<file path="config.mk">
export PLATFORM = sky130hd
export DESIGN_NAME = te_branch_map
export DESIGN_NICKNAME = d
export VERILOG_FILES = /design/src/rtl/te_pkg.sv /design/src/rtl/te_branch_map.sv
export SDC_FILE = /design/constraint.sdc
export NUM_CORES = 1
export LEC_CHECK = 0
export ABC_AREA = 1
export CAP_MARGIN = 15
export CORE_MARGIN = 2
export CORE_UTILIZATION = 35
export CTS_CLUSTER_SIZE = 8
export DETAILED_ROUTE_END_ITERATION = 16
export PLACE_DENSITY = 0.66
export SLEW_MARGIN = 10
export SYNTH_ARGS = -nofsm -noshare
export SYNTH_HDL_FRONTEND = slang
export SYNTH_SLANG_ARGS = --single-unit
</file>
<file path="constraint.sdc">
create_clock -name clk_i -period 4.95 [get_ports clk_i]
set_input_delay 0.7425 -clock clk_i [delete_from_list [all_inputs] [get_ports clk_i]]
set_output_delay 0.7425 -clock clk_i [all_outputs]
set_load 0.02 [all_outputs]
</file>
<file path="src/rtl/te_pkg.sv">
// Shared constants for the instruction trace encoder.
//   BRANCH_MAP_LEN   : number of branch outcomes one branch map can hold
//   BRANCH_COUNT_LEN : width of the counter that indexes the branch map
package te_pkg;

  localparam int unsigned BRANCH_MAP_LEN   = 31;
  localparam int unsigned BRANCH_COUNT_LEN = 5;

endpackage : te_pkg

</file>
<file path="src/rtl/te_branch_map.sv">
// Branch-map accumulator for the instruction trace encoder.
// Records one bit per retired conditional branch (1 = not taken, 0 = taken),
// packed from bit 0 upward, until the packet emitter consumes the map with flush_i.
//
// Ports:
//   clk_i          : clock, all state changes on the rising edge
//   rst_i          : synchronous active-high reset
//   trace_enable_i : tracing active; while low the map is held cleared
//   valid_i        : a qualified instruction retires this cycle
//   branch_i       : the retiring instruction is a conditional branch
//   branch_taken_i : branch outcome (used only when valid_i & branch_i)
//   flush_i        : emitter consumed map_o/branches_o this cycle
//   map_o          : outcome bits, bit i = branch i
//   branches_o     : number of valid bits in map_o
//   is_full_o      : branches_o == MAP_LEN
//   is_empty_o     : branches_o == 0
//   overflow_o     : one-cycle pulse, a branch was dropped because the map was full
module te_branch_map
  import te_pkg::*;
#(
  parameter int unsigned MAP_LEN   = BRANCH_MAP_LEN,
  parameter int unsigned COUNT_LEN = BRANCH_COUNT_LEN
) (
  input  logic                 clk_i,
  input  logic                 rst_i,
  input  logic                 trace_enable_i,
  input  logic                 valid_i,
  input  logic                 branch_i,
  input  logic                 branch_taken_i,
  input  logic                 flush_i,
  output logic [MAP_LEN-1:0]   map_o,
  output logic [COUNT_LEN-1:0] branches_o,
  output logic                 is_full_o,
  output logic                 is_empty_o,
  output logic                 overflow_o
);

  // The counter must be able to represent MAP_LEN itself (the "full" value).
  if (!((2 ** COUNT_LEN) > MAP_LEN)) begin : g_cnt_width_check
    $error("te_branch_map: COUNT_LEN too narrow for MAP_LEN");
  end

  localparam logic [COUNT_LEN-1:0] FULL_CNT = COUNT_LEN'(MAP_LEN);
  localparam logic [COUNT_LEN-1:0] ONE_CNT  = COUNT_LEN'(1);

  logic [MAP_LEN-1:0]   map_q;
  logic [MAP_LEN-1:0]   map_next;
  logic [COUNT_LEN-1:0] cnt_q;
  logic [COUNT_LEN-1:0] cnt_next;
  logic                 ovf_q;
  logic                 ovf_next;
  logic                 rec;
  logic [MAP_LEN-1:0]   wr_sel;

  assign rec = valid_i & branch_i & trace_enable_i;

  always_comb begin
    // One-hot select of the next free slot; nothing selected when full.
    wr_sel = '0;
    for (int i = 0; i < int'(MAP_LEN); i++) begin
      wr_sel[i] = (cnt_q == COUNT_LEN'(i));
    end

    map_next = map_q;
    cnt_next = cnt_q;
    ovf_next = 1'b0;

    if (!trace_enable_i) begin
      map_next = '0;
      cnt_next = '0;
    end else if (flush_i) begin
      // The emitter has taken the old contents, so a concurrent branch starts a fresh map.
      map_next = '0;
      cnt_next = '0;
      if (rec) begin
        map_next[0] = ~branch_taken_i;
        cnt_next    = ONE_CNT;
      end
    end else if (rec) begin
      if (cnt_q != FULL_CNT) begin
        // Bits at/above cnt_q are zero, so OR-ing into the selected slot is a plain write.
        map_next = map_q | (wr_sel & {MAP_LEN{~branch_taken_i}});
        cnt_next = cnt_q + ONE_CNT;
      end else begin
        ovf_next = 1'b1;
      end
    end
  end

  always_ff @(posedge clk_i) begin
    if (rst_i) begin
      map_q <= '0;
      cnt_q <= '0;
      ovf_q <= 1'b0;
    end else begin
      map_q <= map_next;
      cnt_q <= cnt_next;
      ovf_q <= ovf_next;
    end
  end

  assign map_o      = map_q;
  assign branches_o = cnt_q;
  assign overflow_o = ovf_q;
  assign is_full_o  = (cnt_q == FULL_CNT);
  assign is_empty_o = (cnt_q == '0);

endmodule : te_branch_map

</file>
Word level (Yosys, flattened, before mapping) --
Cells that the tools add are included.
Storage, ports and cells: word-level logic and storage cells 61, register bits after elaboration 37, output and inout port bits 39, input bits 7
Operators by class: mux-type cells 9, equal/unequal tests 32, add/subtract/negate cells 1, reduce and logical (&&, ||, !) cells 8, bitwise logic cells 7
Operator list (number):
- $eq 5x5->1 const B | 16
- $eq 5x4->1 const B | 8
- $and 31x31->31 | 1
- $or 31x31->31 | 1
- $eq 5x3->1 const B | 4
- $mux 5 | 3
- $eq 5x2->1 const B | 2
- $mux 1 | 6
- $add 5x1->5 const B | 1
- $eq 5x1->1 const B | 1
- $logic_not 5->1 | 1
- $ne 5x5->1 const B | 1
- $reduce_and 2->1 | 2
- $reduce_bool 2->1 | 2
- $reduce_or 4->1 | 1
- $not 1->1 | 3
- $reduce_or 3->1 | 1
- $and 1x1->1 | 2
- $reduce_or 2->1 | 1

Depth between registers and ports, before layout --
Gate-level depths: netlist of the first run.
depth in word-level cells 6, depth in mapped cells 9, gate-level depth less buffers 9

Least setup slack after synthesis of the first run --
No wires, ideal clock.
path kind reg2out, start reg cnt_q[0], in the netlist branches_o[0], end out is_full_o, arrival time 1.326 ns, path slack 2.881 ns, path buffers 0, cell stages (with the launch flop) 5, data required time 4.208 ns, path through dfxtp_1 -> ha_1 -> inv_1 -> nor2_1 -> ha_1
On the way: cells in the longest elaborated chain, start to end 1
Ends and longest elaborated chain:
- from (decl) | RTL line te_branch_map.sv:48 | logic [COUNT_LEN-1:0] cnt_q;
- from (signal assigned) | RTL line te_branch_map.sv:97 | cnt_q <= cnt_next;
- $eq 5x5->1 | RTL line te_branch_map.sv:105 | assign is_full_o = (cnt_q == FULL_CNT);
- to (decl) | RTL line te_branch_map.sv:33 | output logic is_full_o,
No other way between the ends.

Worst setup path in the final report of the first run --
Ends and elaborated chain as after synthesis.

==> reports/qor.yml, run 1 <==
yosys:
  yosysSeqAreaShare_pct: 46.3
  synth_seq_cells: 37
  ys_types: 21
  synth_area_leader_cell: "dfxtp_1"
  synth.avg_cell_area_um2: 7.69
  yosys-top-cells-area: "dfxtp_1, nor2_1, a21oi_1"
  synth_nets: 221
  syn_area_mm2: 0.00160
  yosys_warnings: 0
  yosys.area.top_type_share_pct: 46.3
  netlist_instances: 208
routing:
  first_iter_violations: 61
  num_vias: 1438
  viasPerCell: 4.75
  wl_per_cell_um: 12.3
  drt_pre_antenna_iters: 4
  antenna_left: 0
  drt-total-wl_um: 3730
  remaining_drc_errors: 0
sta:
  slew_viol_final: 0
  max-slew-margin-rel_pct: 48.1
  tightest_slew_ps: 777
  setup_viol: 0
  post-route-period-util_pct: 58.0
  min_period_ps: 2870
  rsz0062_at_grt: "false"
  final-hold-violation-count: 0
  fin_skew_ps: 9.56
  fin_setup_tns_ps: 0
  clock.fmax_ghz: 0.348
cells_and_area:
  nets: 263
  antenna_cells: 0
  multi_input_area_um2: 717
  syn_to_final_growth_pct: 34.0
  n_fill_cell: 452
  ff_latch_area_um2: 741
  drive_above_1_share_pct: 8.37
  final_util_pct: 48.9
floorplan:
  fp.coreArea_mm2: 0.00438
  rows: 24
  fp.dieW_um: 71.6
  ios: 46
  dieHeight_um: 71.6
  fp.dieArea_mm2: 0.00513
  start_util_pct: 36.5
worst_setup_path:
  crit_type: "reg2out"
  end_kind: "output pin"
  path_buf_inv: 2
  worst_ep_arrival_time_ps: 2130
  critPathTopFamily: "buffers and inverters"
  start_kind: "flop"
  cp_slowest_cell: "clkdlybuf4s50_1"
  max_stage_delay_ps: 640
  timing.critical_path.mode_cell: "ha_1"
  cp_max_fo: 6
  critPathRequiredTime_ps: 4210
  crit_chain: "ha_1 -> inv_1 -> nor2_1 -> ha_1 -> clkdlybuf4s50_1"
power_and_ir_drop:
  totalPowerFinal_mw: 0.561
  power.switching_mw: 0.126
  pwr-share-comb_pct: 4.9
  p_leak_nw: 0.731
  p_clk_share_pct: 41.9
  peakVddDrop_v: 0.000147
  seqPwrFrac_pct: 53.2
  power_density_mw_per_mm2: 262
  internal_power_mw: 0.436
  netSwitchingFraction_pct: 22.4
clocking:
  clk_pin_slew_ps: 70
  htreeDepth: 2
  cts_hold_buf: 0
  post_cts_buffers: 0
  clock_path_buffers: 2
  cts_sinks: 37
  cts_resized: 0
  root_buffer: "clkbuf_8"
  insertion_delay_ps: 290
  cts_tree: "done"
  cts_buffers: 5
worst_hold_path:
  hp-class: "reg2reg"
place:
  io_buffers: 45
  hpwl_um: 2630
  place_congestion: 0.813
global_route:
  grt_max_degree: 36
  antenna_found_initial: 0
  grtUsageTotal_pct: 15.8
  gr-total-overflow: 0
  grt_pass1_vias: 1340
  grt_pass1_wl_um: 6230
outcome:
  status: "completed"
job:
  maxCapViolations: 0
cells in the final DEF (no fill, tap or decap):
cell type	netlist	routed
nor2_2	1	1
inv_1	13	13
ha_1	6	6
dfxtp_1	37	37
a21oi_1	32	32
a31oi_2	1	1
nand3_1	13	13
nand3_2	1	1
o21ai_0	1	1
nand2_2	2	2
nor3_1	3	3
inv_2	4	4
inv_6	0	1
a211oi_1	2	2
nor2_1	65	65
clkbuf_8	0	7
nor2_4	3	3
nand2_1	11	11
nand4_1	2	2
a21oi_2	1	1
clkdlybuf4s50_1	0	45
worst register-to-register path, delay by kind of cell (launching register included):
family	cells	cell delay, ps
simple gates	3	890
fa+ha+maj	2	530
flops	1	350
compound gates	1	170
buf+inv	1	80
per-stage QoR:
step	setup WS (ps)	hold WS [ps]	instances	cell area, um^2
after detailed placement	2380	446	295	2040
after global placement	2420	437	295	2040
after global routing	1930	492	303	2140
after floorplan	2880	525	208	1600
after CTS	2060	456	303	2140
final	2080	451	303	2140
power by group through the flow:
stage               sequential [mW]  combinational, mW  clock, mW
floorplan                     0.306             0.0181          0
global placement              0.306             0.0276          0
detailed placement            0.306             0.0276          0
CTS                           0.299             0.0278      0.241
global route                  0.299             0.0306      0.254
finish                        0.299             0.0275      0.235
area by class of cell:
class                      instances  area share [%]
multi-input combinational        144            33.5
clock inverter                     1           0.409
tap                               52            3.04
sequential                        37            34.6
inverter                          17            2.98
clock buffer                       7            4.50
timing repair buffer              45            21.0
registers in the layout, indices dropped and copies added (netlist names):
name        cells
branches_o      5
map_o          31
overflow_o      1
cells in the mapped netlist (all sizes together):
| library cell | instances |
|---|---|
| a31oi | 1 |
| nand4 | 2 |
| nor3 | 3 |
| o21ai | 1 |
| inv | 17 |
| nand2 | 13 |
| nor2 | 69 |
| nand3 | 14 |
| a211oi | 2 |
| ha | 6 |
| buf | 10 |
| dfxtp | 37 |
| a21oi | 33 |
layer usage:
metal / vias to the layer above / share of wire, % / GRT usage, %
met5: - / 0 / 0
met2: 36 / 44 / 23.6
met1: 645 / 50 / 21.3
met3: 5 / 5.2 / 4.50
met4: 0 / 1.5 / 6.92
li1: 752 / - / -
logic make-up (layout without fill, tap and decap cells):
kind of cell    Yosys count  in the layout  synth area share, %
flops                    37             37                 46.3
compound gates           37             37                 12.6
fa+ha+maj                 6              6                 4.69
simple gates            101            101                 27.5
buf+inv                  27             70                 8.84
worst paths after layout:
kind              slack (ps)          start  depth (start not counted)         to
setup / recovery        2080  branches_o[0]                          5  is_full_o
hold / removal           450       map_o[0]                          2   map_o[0]
setup reg to reg        2850  branches_o[0]                          7  map_o[16]
hold reg to reg          450       map_o[0]                          2   map_o[0]
No activity file was read; power rests on OpenSTA's default activity.
==> run 2, diff against run 1 <==
--- a/config.mk
+++ b/config.mk
@@ -11,7 +11,7 @@
 export CORE_UTILIZATION = 35
 export CTS_CLUSTER_SIZE = 8
 export DETAILED_ROUTE_END_ITERATION = 16
-export PLACE_DENSITY = 0.66
+export PLACE_DENSITY = 0.68
 export SLEW_MARGIN = 10
 export SYNTH_ARGS = -nofsm -noshare
 export SYNTH_HDL_FRONTEND = slang
==> constraint.sdc (replaced) <==
create_clock -name clk_i -period 2.57 [get_ports clk_i]
set_input_delay 0.3855 -clock clk_i [delete_from_list [all_inputs] [get_ports clk_i]]
set_output_delay 0.3855 -clock clk_i [all_outputs]
set_load 0.02 [all_outputs]
==> run 2 against run 1 <==
Final cell count is 0.66% higher. Routed wire length is 2.0% higher. Critical path type unchanged. Global-route usage is 0.14 points higher. Sequential share of layout area is 0.18 points lower. Sequential cell count stayed put. Setup slack worse by 1700 ps. Critical path depth stayed put. Combinational power is 110% higher. Die area stayed put. Design area is 0.70% higher. First-iteration DRC count is 43% higher. Power is 84% higher.
==> reports/qor.yml, run 2 (synthesis gave the netlist of run 1 again) <==
outcome:
  status: "completed"
sta:
  fin_ws_ps: 338
  slew_viol_final: 0
  clock.fmax_ghz: 0.448
  fin_skew_ps: 8.34
  setup_viol: 0
  fin_setup_tns_ps: 0
  final-hold-violation-count: 0
  min_period_ps: 2230
  rsz0062_at_grt: "false"
  tightest_slew_ps: 460
  post-route-period-util_pct: 86.9
  hold_ws_ps: 455
  max-slew-margin-rel_pct: 69.2
job:
  maxCapViolations: 0
clocking:
  htreeDepth: 2
  cts_sinks: 37
  cts_tree: "done"
  clk_pin_slew_ps: 80
  clock_path_buffers: 2
  cts_buffers: 5
  cts_hold_buf: 0
  cts_resized: 0
  insertion_delay_ps: 300
  root_buffer: "clkbuf_8"
  post_cts_buffers: 0
floorplan:
  rows: 24
  fp.coreArea_mm2: 0.00438
  fp.dieArea_mm2: 0.00513
  fp.dieW_um: 71.6
  start_util_pct: 36.5
  ios: 46
  dieHeight_um: 71.6
cells_and_area:
  syn_to_final_growth_pct: 34.9
  drive_above_1_share_pct: 9.88
  antenna_cells: 0
  nets: 265
  mostFrequentLayoutCells: "nor2_1, clkdlybuf4s50_1, dfxtp_1"
  largest_reg_flops: 31
  mostFrequentLayoutCell: "nor2_1"
global_route:
  grt_use_met2_pct: 22.7
  globalRouteMet3Util_pct: 4.50
  use_met1_pct: 22.4
  grtUsageTotal_pct: 15.9
  grt_max_degree: 25
  gr-total-overflow: 0
  antenna_found_initial: 0
  grt_pass1_wl_um: 6400
  grt_pass1_vias: 1359
  top_usage_layer: "met2"
worst_setup_path:
  max_stage_delay_ps: 590
  timing.critical_path.mode_cell: "inv_1"
  cp_slowest_cell: "clkdlybuf4s50_1"
  cp_max_fo: 6
  crit_type: "reg2out"
  worst_ep_arrival_time_ps: 1850
  critPathRequiredTime_ps: 2180
  start_kind: "flop"
  critPathTopFamily: "buffers and inverters"
  end_kind: "output pin"
  path_buf_inv: 3
  crit_chain: "inv_1 -> ha_1 -> nand3_1 -> inv_1 -> clkdlybuf4s50_1"
place:
  place_congestion: 0.877
  hpwl_um: 2750
  dp_slack_ps: 355
  io_buffers: 45
routing:
  antenna_left: 0
  drt_pre_antenna_iters: 4
  drt-total-wl_um: 3800
  remaining_drc_errors: 0
  first_iter_violations: 87
  num_vias: 1463
  viasPerCell: 4.80
  wl_per_cell_um: 12.5
power_and_ir_drop:
  peakVddDrop_v: 0.000251
  power_density_mw_per_mm2: 480
  p_leak_nw: 0.749
worst_hold_path:
  hp-class: "reg2reg"
==> run 2: path summary, 6_finish.rpt <==
kind | start | end | slack, ps | cells after the start
setup / recovery | branches_o[0] | is_empty_o | 340 | 5
hold / removal | map_o[0] | map_o[0] | 450 | 2
setup reg to reg | branches_o[0] | branches_o[3] | 730 | 9
hold reg to reg | map_o[0] | map_o[0] | 450 | 2
==> run 2: layer usage <==
metal | part of all wire (%) | wire, um | vias up
li1 | - | - | 753
met1 | 50 | 1880 | 661
met2 | 43 | 1650 | 41
met3 | 5.0 | 190 | 8
met4 | 2.0 | 75 | 0
met5 | 0 | 0 | -
==> run 2: tightest hold or removal path: stages, from the launching register on <==
cell,delay [ps]
dfxtp_1,310
inv_1,50
a21oi_1,50
==> run 2: through the flow <==
stage	power (mW)	area (um^2)	util [%]	cells
floorplan	0.625	1600	-	208
global placement	0.646	2060	47.1	297
detailed placement	0.646	2060	47.1	297
CTS	1.05	2150	49.1	305
global route	1.08	2160	49.2	305
finish	1.04	2160	49.2	305
==> run 2: layout make-up <==
cell class	count	area (um^2)
Tap cell	52	65.1
Fill cell	432	2230
Clock buffer	5	68.8
Timing Repair Buffer	47	480
Clock inverter	3	17.5
Multi-Input combinational cell	144	719
Inverter	17	63.8
Sequential cell	37	742
==> run 2: power by group <==
part	internal [mW]	total, mW	switching (mW)
Combinational	0.0210	0.0571	0.0361
Sequential	0.574	0.575	0.00135
Clock	0.187	0.403	0.216
==> run 3, diff against run 2 <==
--- a/config.mk
+++ b/config.mk
@@ -11,6 +11,7 @@
 export CORE_UTILIZATION = 35
 export CTS_CLUSTER_SIZE = 8
 export DETAILED_ROUTE_END_ITERATION = 16
+export GPL_TIMING_DRIVEN = 0
 export PLACE_DENSITY = 0.68
 export SLEW_MARGIN = 10
 export SYNTH_ARGS = -nofsm -noshare
==> run 3 against run 2 <==
Setup slack lost 46 ps. Design area grew 2.3%. Non-clock buffer count grew 8. Clock skew shrank 3.3 ps. Clock power shrank 3%. Hold slack lost 5.1 ps. Critical path type unchanged. Critical endpoint unchanged. Highest routed layer unchanged.
==> reports/qor.yml, run 3 (synthesis gave the netlist of run 1 again) <==
worst_setup_path:
  cp_max_fo: 6
  reg2reg_depth: 9
  timing.critical_path.mode_cell: "inv_1"
  worst_ep_arrival_time_ps: 1890
  crit_chain: "inv_1 -> ha_1 -> nand3_1 -> inv_1 -> clkdlybuf4s50_1"
  reg2reg_to: "branches_o[3]"
  critPathRequiredTime_ps: 2180
  crit_cells: 5
  critPathTopFamily: "buffers and inverters"
  start_kind: "flop"
  end_kind: "output pin"
  cp_slowest_cell: "clkdlybuf4s50_1"
  reg2reg_from: "branches_o[0]"
  max_stage_delay_ps: 590
  path_buf_inv: 3
  crit_type: "reg2out"
  reg2reg_setup_slack_ps: 720
sta:
  setup_viol: 0
  min_period_ps: 2280
  fin_skew_ps: 5.00
  slew_viol_final: 0
  fin_ws_ps: 291
  tightest_slew_ps: 275
  clock.fmax_ghz: 0.439
  final-hold-violation-count: 0
  post-route-period-util_pct: 88.7
  rsz0062_at_grt: "false"
  fin_setup_tns_ps: 0
  max-slew-margin-rel_pct: 81.6
routing:
  wl_per_cell_um: 12.3
  drt-total-wl_um: 3840
  viasPerCell: 4.78
  num_vias: 1497
  remaining_drc_errors: 0
  first_iter_violations: 138
  drt_pre_antenna_iters: 4
  antenna_left: 0
place:
  dp.cells: 305
  io_buffers: 45
  dp_slack_ps: 317
  postPlaceCellArea_mm2: 0.00211
  place_congestion: 0.824
  hpwl_um: 2910
floorplan:
  ios: 46
  fp.dieW_um: 71.6
  start_util_pct: 36.5
  rows: 24
  fp.dieArea_mm2: 0.00513
  dieHeight_um: 71.6
  fp.coreArea_mm2: 0.00438
global_route:
  grt_max_degree: 13
  grt_pass1_vias: 1399
  grt_pass1_wl_um: 6410
  gr-total-overflow: 0
  grtUsageTotal_pct: 16.3
  antenna_found_initial: 0
power_and_ir_drop:
  p_leak_nw: 0.782
  pwr-share-comb_pct: 6.0
  power.switching_mw: 0.241
  internal_power_mw: 0.785
  seqPwrFrac_pct: 56.1
  peakVddDrop_v: 0.000343
  totalPowerFinal_mw: 1.03
  netSwitchingFraction_pct: 23.5
  p_clk_share_pct: 38.0
  power_density_mw_per_mm2: 465
clocking:
  root_buffer: "clkbuf_8"
  cts_resized: 1
  cts_hold_buf: 0
  clk_pin_slew_ps: 70
  cts_buffers: 5
  clock_path_buffers: 2
  cts_tree: "done"
  htreeDepth: 2
  insertion_delay_ps: 290
  post_cts_buffers: 0
  cts_sinks: 37
worst_hold_path:
  hold_end: "map_o[0]"
  hp-class: "reg2reg"
  hold_path.startpoint: "map_o[0]"
  min_path_cells: 2
cells_and_area:
  finalNonFillerCells: 313
  fin_area_mm2: 0.00221
  mostFrequentLayoutCell: "nor2_1"
  drive_above_1_share_pct: 12.3
  nets: 273
  syn_to_final_growth_pct: 38.0
  mostFrequentLayoutCells: "nor2_1, clkdlybuf4s50_1, dfxtp_1"
  largest_reg_flops: 31
  antenna_cells: 0
outcome:
  status: "completed"
job:
  maxCapViolations: 0
## run 3: layout make-up
cell class	count	area (um^2)
Inverter	17	63.8
Clock inverter	3	17.5
Multi-Input combinational cell	144	719
Tap cell	52	65.1
Fill cell	448	2180
Sequential cell	37	741
Buffer	10	77.6
Timing Repair Buffer	45	453
Clock buffer	5	68.8
## run 3: routing by layer
| layer | GRT usage (%) | wire length, um |
|---|---|---|
| met3 | 4.36 | 182 |
| met4 | 7.76 | 108 |
| met5 | 0 | 0 |
| met1 | 21.6 | 1820 |
| met2 | 24.6 | 1730 |
## run 3: metrics by stage
stage / util (%) / hold WS (ps)
after global routing: 50.3 / 473
after CTS: 50.3 / 455
after global placement: 48.2 / 438
after floorplan: - / 525
final: 50.3 / 450
after detailed placement: 48.2 / 443
## run 3: worst register-to-register path, cell delays in order (launching register included)
cell and delay (ps):
dfxtp_1 440, ha_2 290, inv_1 50, nor2_1 160
ha_1 260, inv_1 80, nand4_1 200, nor2_1 70
o21ai_0 140, nor2_1 50
## run 3: how the worst max path moves through the flow
stage	slack, ps	endpoint	start
floorplan	650	branches_o[3]	branches_o[0]
global placement	320	is_full_o	branches_o[0]
detailed placement	320	is_full_o	branches_o[0]
CTS	40	is_full_o	branches_o[0]
global route	190	is_empty_o	branches_o[0]
finish	290	is_empty_o	branches_o[0]
## run 3: power by group through the flow
stage               clock [mW]  sequential [mW]  combinational [mW]
floorplan                    0            0.590              0.0348
global placement             0            0.589              0.0607
detailed placement           0            0.589              0.0612
CTS                      0.406            0.575              0.0614
global route             0.434            0.576              0.0668
finish                   0.390            0.576              0.0611
==> edit (config.mk and constraints of run 3) <==
Make the reset (`rst_i`) asynchronous in one clocked block. Comments in the files are not updated.
--- a/src/rtl/te_branch_map.sv
+++ b/src/rtl/te_branch_map.sv
@@ -87,7 +87,7 @@
     end
   end
 
-  always_ff @(posedge clk_i) begin
+  always_ff @(posedge clk_i or posedge rst_i) begin
     if (rst_i) begin
       map_q <= '0;
       cnt_q <= '0;
Behaviour: differs if rst_i is asserted again (counterexample within 4 cycles, from zero or initial values and one cycle with rst_i high); with rst_i held inactive, the same outputs for 10 cycles.
==> edit against run 3 <==
Fmax decreased by 4.7%; global-route usage decreased by 1.7 points; sequential cell count unchanged; setup slack got worse by 0.11 ns; routed wire length increased by 7.1%; critical path depth unchanged; hold slack improved by 0.060 ns; area after synthesis increased by 17%; register-to-register slack got worse by 0.21 ns; final area increased by 13%; combinational power increased by 29%; count of clock-buffer cells in the layout increased by 2; power increased by 4.2%; critical path type unchanged; largest cell class unchanged.
==> edit: results (changes against run 3) <==
metric	value	unit	change
Static Leakage	1.11	nW	was 0.782 nW
Peak VDD IR	234	uV	was 343 uV
sequential fraction of total cell area	37.1	%	was 33.6%
post-synthesis instance total	237		was 208
cell types occupying the most area after synthesis	dfrtp_1 (50%), inv_1 (11%), nand2_1 (9.5%)		was dfxtp_1 (46%), nor2_1 (15%), a21oi_1 (10%)
clock buffer count in the final layout	7		was 5
count of distinct cell types in the synthesized netlist	23		was 21
flop-to-flop setup slack	0.51	ns	was 0.72 ns
beginning of the worst hold path	map_o[0]		unchanged
sequential share of power	54.8	%	was 56.1%
# nets final	302		was 273
run status	completed		unchanged
Comb. pwr	79.1	uW	was 61.1 uW
part of the power in combinational logic	7.4	%	was 6.0%
first-pass GRT wire length	6980	um	was 6410 um
final worst-path setup slack	0.180	ns	was 0.291 ns
routability-driven placement congestion ratio	0.889		was 0.824
register area	926	um2	was 741 um2
dpl cells	352		was 305
cts repair resizes	2		was 1
GRT Total Usage	14.6	%	was 16.3%
part of the Yosys area used for sequential elements	49.6	%	was 46.3%
share of cells above drive strength 1	7.96	%	was 12.3%
worst-case reg-to-reg path depth	10		was 9
P_sw	247	uW	was 241 uW
Detailed Place HPWL	3100	um	was 2910 um
worst flop-to-flop path startpoint	branches_o[0]		unchanged
number of DRC violations after detailed-routing iteration 0	53		was 138
non-clock inverter instance count of the final layout	57		was 17
[edit: changes by cell type in the layout (fill, tap and decap cells not counted), moves of 2 or more]
cell | before | now
nand2_4 | 0 | 2
o21ai_1 | 0 | 2
nor3_1 | 3 | 1
nand2_1 | 11 | 47
dfxtp_1 | 37 | 0
clkbuf_1 | 0 | 4
a211oi_1 | 2 | 0
inv_1 | 13 | 53
clkinv_2 | 2 | 0
nor2_4 | 3 | 1
buf_2 | 5 | 1
dfrtp_1 | 0 | 37
nor2_1 | 65 | 22
[edit: metal layers]
metal  vias up  routed length, um  global-route usage [%]
met2        43               1900                    24.6
met5         -                  0                       0
met3         6                206                    3.18
met1       738               1960                    18.8
li1        814                  -                       -
met4         0                 51                    4.29
[edit: cells by family after synthesis]
| group | share of synthesized area [%] |
|---|---|
| AND/OR/NAND/NOR | 21.9 |
| flip-flops | 49.6 |
| AO/OA/AOI/OAI | 9.93 |
| buffers and inverters | 14.6 |
| adder cells (fa/ha/maj) | 4.02 |
